$ cat config.mk
export PLATFORM = sky130hd
export DESIGN_NAME = seven_seg_scanner
export DESIGN_NICKNAME = d
export VERILOG_FILES = /design/src/rtl/seven_seg_scanner.sv
export SDC_FILE = /design/constraint.sdc
export NUM_CORES = 1
export LEC_CHECK = 0
export CORE_MARGIN = 2
export CORE_UTILIZATION = 55
export CTS_CLUSTER_SIZE = 40
export DETAILED_ROUTE_END_ITERATION = 7
export GPL_ROUTABILITY_DRIVEN = 1
export HOLD_SLACK_MARGIN = 0.06
export PLACE_DENSITY = 0.79
export SLEW_MARGIN = 30
export SYNTH_ARGS = -nofsm -noshare
export SYNTH_HDL_FRONTEND = slang
export SYNTH_SLANG_ARGS = --single-unit
$ cat constraint.sdc
create_clock -name Clk -period 8.3 [get_ports Clk]
set_clock_uncertainty 0.05 [all_clocks]
set_input_delay 1.245 -clock Clk [delete_from_list [all_inputs] [get_ports Clk]]
set_output_delay 1.245 -clock Clk [all_outputs]
set_load 0.01 [all_outputs]
$ cat src/rtl/seven_seg_scanner.sv
// seven_seg_scanner: double-buffered eight-digit hex scanner for a
// common-anode seven-segment bank. A 32-bit value is captured on Load into a
// shadow register and promoted to the display register only at the frame
// boundary (index 7 terminal count), so a frame never mixes old and new data.
//
// Optional build macro: LEADING_ZERO_BLANK_EN
//   defined   -> digits k>0 whose nibbles k..7 are all zero keep their anode off
//   undefined -> all eight digits are always lit in turn
module seven_seg_scanner #(
    parameter int REFRESH_DIV = 100000
) (
    input  logic        Clk,
    input  logic        Rst,
    input  logic [31:0] DataIn,
    input  logic        Load,
    input  logic        Blank,
    output logic [6:0]  out7,
    output logic [7:0]  en_out,
    output logic        FrameTick
);

    localparam int             PW       = $clog2(REFRESH_DIV);
    localparam logic [PW-1:0]  PRESC_TC = PW'(REFRESH_DIV - 1);

    logic [PW-1:0] r_presc;
    logic [2:0]    r_idx;
    logic [31:0]   r_shadow;
    logic [31:0]   r_display;
    logic          r_pending;

    logic          w_tc;
    logic          w_wrap;
    logic [3:0]    w_nibble;
    logic [7:0]    w_lit_mask;
    logic [7:0]    w_keep;
    logic [7:0]    w_en_next;

    // Hex nibble to active-low gfedcba segment pattern.
    function automatic logic [6:0] seg_decode(input logic [3:0] nib);
        logic [6:0] seg;
        case (nib)
            4'h0:    seg = 7'b1000000;
            4'h1:    seg = 7'b1111001;
            4'h2:    seg = 7'b0100100;
            4'h3:    seg = 7'b0110000;
            4'h4:    seg = 7'b0011001;
            4'h5:    seg = 7'b0010010;
            4'h6:    seg = 7'b0000010;
            4'h7:    seg = 7'b1111000;
            4'h8:    seg = 7'b0000000;
            4'h9:    seg = 7'b0010000;
            4'hA:    seg = 7'b0001000;
            4'hB:    seg = 7'b0000011;
            4'hC:    seg = 7'b1000110;
            4'hD:    seg = 7'b0100001;
            4'hE:    seg = 7'b0000110;
            4'hF:    seg = 7'b0001110;
            default: seg = 7'b1111111;
        endcase
        return seg;
    endfunction

    // Terminal count and frame-boundary detection.
    always_comb begin
        w_tc     = (r_presc == PRESC_TC);
        w_wrap   = w_tc && (r_idx == 3'd7);
        w_nibble = r_display[{r_idx, 2'b00} +: 4];
    end

    // Anode selection for the current digit, with optional leading-zero suppression.
    always_comb begin
        w_lit_mask = 8'h01 << r_idx;
        w_keep     = 8'hFF;
`ifdef LEADING_ZERO_BLANK_EN
        for (int k = 1; k < 8; k++) begin
            w_keep[k] = ((r_display >> (4 * k)) != 32'd0);
        end
`endif
        if (Blank) begin
            w_en_next = 8'hFF;
        end else begin
            w_en_next = ~(w_lit_mask & w_keep);
        end
    end

    // Prescaler and digit index; the index advances once per REFRESH_DIV cycles.
    always_ff @(posedge Clk or posedge Rst) begin
        if (Rst) begin
            r_presc <= '0;
            r_idx   <= 3'd0;
        end else if (w_tc) begin
            r_presc <= '0;
            r_idx   <= r_idx + 3'd1;
        end else begin
            r_presc <= r_presc + 1'b1;
            r_idx   <= r_idx;
        end
    end

    // Double buffer: Load fills the shadow, the frame boundary promotes it.
    // A Load landing exactly on the boundary bypasses the shadow.
    always_ff @(posedge Clk or posedge Rst) begin
        if (Rst) begin
            r_shadow  <= 32'd0;
            r_display <= 32'd0;
            r_pending <= 1'b0;
        end else begin
            if (Load) begin
                r_shadow <= DataIn;
            end else begin
                r_shadow <= r_shadow;
            end
            if (w_wrap) begin
                r_pending <= 1'b0;
                if (Load) begin
                    r_display <= DataIn;
                end else if (r_pending) begin
                    r_display <= r_shadow;
                end else begin
                    r_display <= r_display;
                end
            end else begin
                r_display <= r_display;
                r_pending <= r_pending | Load;
            end
        end
    end

    // Registered segment, anode and frame-tick outputs.
    always_ff @(posedge Clk or posedge Rst) begin
        if (Rst) begin
            out7      <= 7'h7F;
            en_out    <= 8'hFF;
            FrameTick <= 1'b0;
        end else begin
            out7      <= seg_decode(w_nibble);
            en_out    <= w_en_next;
            FrameTick <= w_wrap;
        end
    end

endmodule

==> results.md <==
* Wire per inst at 15.25 um
* Reg2reg setup slack at 5.42 ns
* Endpoints failing hold at 0
* Number of CTS-inserted buffers at 9
* Area growth syn-to-layout at 17.78%
* Pin count of the biggest net entering global routing at 67
* CORE AREA at 7727 sq um
* Max-cap viol count at 0
* Post-route ant nets at 0
* CP Capture Type: flip-flop
* First-pass GRT wire length at 11990 um
* Register area share after synthesis at 0.5798
* Worst Hold Class: reg2reg
* CTS tree: built
* CP Launch Type: input pin
* Total number of vias at 2463
* Routed WL at 7029 um
* Final Instance Count excl. Fillers at 461
* Yosys Warn Count at 0
* Synth cell types at 40
* R2R Path Start: r_idx[0]
* Worst vdd ir at 0.1176 mV
* Number of flops mapped to enable cells by yosys at 0
* CP max-delay cell: clkdlybuf4s50_1
* Most used flip-flop cell after synthesis: dfrtp_1
* First-pass DRT Iterations at 4
* Arr. time, crit path at 3.27 ns
* Worst-Margin Slew at 0.8557 ns
* DRT iter0 DRCs at 148
* RSZ-0062 raised after global routing: false
* Seq cells post-synth at 101
* Ant. Diodes at 0
* # IOs at 52
* Critical setup path kind: in2reg
* Clock-pin slew of the registers on the worst-case setup and hold paths at 0.08 ns
* Final Max Tran Viols at 0
* # resized after CTS at 0
* Synth Area per Inst at 14.54 sq um
* Die width at 93.36 um
* Clock buffer depth at 2
* WP data required at 8.49 ns
* Remaining DRCs at 0
* F_max at 324.7 MHz
* R2r worst-path depth at 6
* Worst hold stages at 1
* Root buf cell: clkbuf_8
* DIE HEIGHT at 93.36 um
* Final setup vio count at 0
* Crit-path cells: clkdlybuf4s50_1 -> buf_4 -> o21ai_0 -> nor4_4 -> buf_4 -> mux2_2
* Final TNS setup at 0 ns
* PD cells at 168.1 nW/um^2
* Layout cells sized above 1 at 0.3120
* Clk_lat worst skew at 0.35 ns
* Yosys top cell area share at 0.4900
* Max stage delay on crit path at 0.45 ns
* Slew margin rel. at 0.4264
* Asr flop ratio synth at 1.000
* Commonest non-fill, non-tap cell in the layout: dfrtp_1
* Commonest non-fill, non-tap cells in the layout: dfrtp_1 (86), mux2_2 (65), clkdlybuf4s50_1 (51)
* Max H-tree Level at 3
* Crit-path max FO at 34
* Cell row count at 32
* Initial antenna violation count at 0
* Die footprint at 8716 sq um
* Post-CTS setup buffer count at 0
* Area leader, netlist: dfrtp_1
* Crit path to: r_display[22]
* Synthesized area at 4392 sq um
* Post-Synthesis Cells at 302
* Tot Pwr at 0.0008694 W
* Post-DR vias/cell at 5.343
* Most common cell on crit path: buf_4
* Critical Path Start: Load
* Filler cells at 538
* TritonCTS Sinks at 101
* Finished Cell Area at 5172 sq um
* Top Family by Delay on Critical Path: buffers and inverters
* Synthesized net count at 350
* WP buf/inv at 3
* Hold buffers post-CTS at 0
* Post-Place Cells at 445
* Run status: finished clean
* Total global-route track usage at 0.1786
* Initial Utilization at 0.5683
* FF-to-FF End: out7[4]
* Total gr overflow at 0
* Fin crit period at 3.079 ns
* Fin crit share at 0.3710
* PortBufs at 51
* WP depth at 6
* Layout Nets at 402
* Pleak at 2.315 nW
* Final GP Congestion at 0.8111
* Synth top area cells: dfrtp_1 (49%), mux2_2 (17%), dfstp_2 (9.0%)
* Vias in the first global route at 2440
* Placed instance area at 4979 sq um
* DP HPWL at 4806 um
-- kinds of logic after synthesis --
group | share of synthesized area
fa+ha+maj | 0.03419
buf+inv | 0.02507
mux | 0.2419
xor+xnor | 0.02992
simple gates | 0.07236
flops | 0.5798
compound gates | 0.01681
-- worst min-delay path by stage --
stage | startpoint | end | slack [ns]
after floorplan | r_presc[0] | r_presc[0] | 0.40
after global placement | r_display[23] | r_display[23] | 0.42
after detailed placement | r_presc[0] | r_presc[0] | 0.42
after CTS | r_presc[0] | r_presc[0] | 0.43
after global routing | r_presc[0] | r_presc[0] | 0.45
final | r_presc[0] | r_presc[0] | 0.43
-- report_power, final --
part           switching (W)  internal (W)
sequential        0.00000379      0.000508
combinational      0.0000234     0.0000298
clock               0.000156      0.000148
total               0.000184      0.000686
-- registers in the layout (all words and copies together) (netlist names) --
register / cells
FrameTick: 1
en_out: 8
out7: 7
r_display: 32
r_idx: 3
r_pending: 1
r_presc: 17
r_shadow: 32
-- routing by layer --
layer / track usage / up-vias / wire length, um
li1: - / 1166 / -
met1: 0.2586 / 1238 / 3356
met4: 0.05270 / 0 / 67
met3: 0.04512 / 6 / 337
met5: 0 / - / 0
met2: 0.2698 / 53 / 3267
-- synth_stat cells (2+ instances only) --
master     n
a21oi_1    3
and3_1     2
and4_1     4
buf_4      2
buf_6      3
clkbuf_1   7
dfrtp_1   86
dfstp_2   15
ha_1      12
inv_1      7
mux2_1     3
mux2_2    65
mux2i_1    8
mux4_2     8
nand2_1   10
nand2b_1   2
nand3_1    9
nand4_1    4
nor2_1    11
o21ai_0    5
or3_1      4
xnor2_1    8
xor2_1     7
-- cell type report --
type / instances / area (sq um) / area share
clock inverter: 3 / 45.04 / 0.008708
clock buffer: 13 / 148.9 / 0.02879
tap: 102 / 127.6 / 0.02467
timing repair buffer: 54 / 533.0 / 0.1030
multi-input combinational: 180 / 1740 / 0.3365
sequential: 101 / 2546 / 0.4923
inverter: 8 / 31.28 / 0.006047
-- metrics by stage --
stage | hold slack [ns] | utilization | worst slack (ns)
6_report | 0.4286 | 0.6694 | 5.221
5_1_grt | 0.4549 | 0.6694 | 5.067
4_1_cts | 0.4332 | 0.6694 | 5.204
2_1_floorplan | 0.3959 | - | 4.383
3_3_place_gp | 0.4164 | 0.6443 | 4.865
3_5_place_dp | 0.4211 | 0.6443 | 4.821
-- worst reg2reg max path: cells and delay by family (launching register included) --
kind,cells,cell delay (ns)
mux,3,1.35
flops,1,0.77
fa+ha+maj,1,0.27
compound gates,1,0.19
buf+inv,1,0.16
No activity file was read; power rests on OpenSTA's default activity.
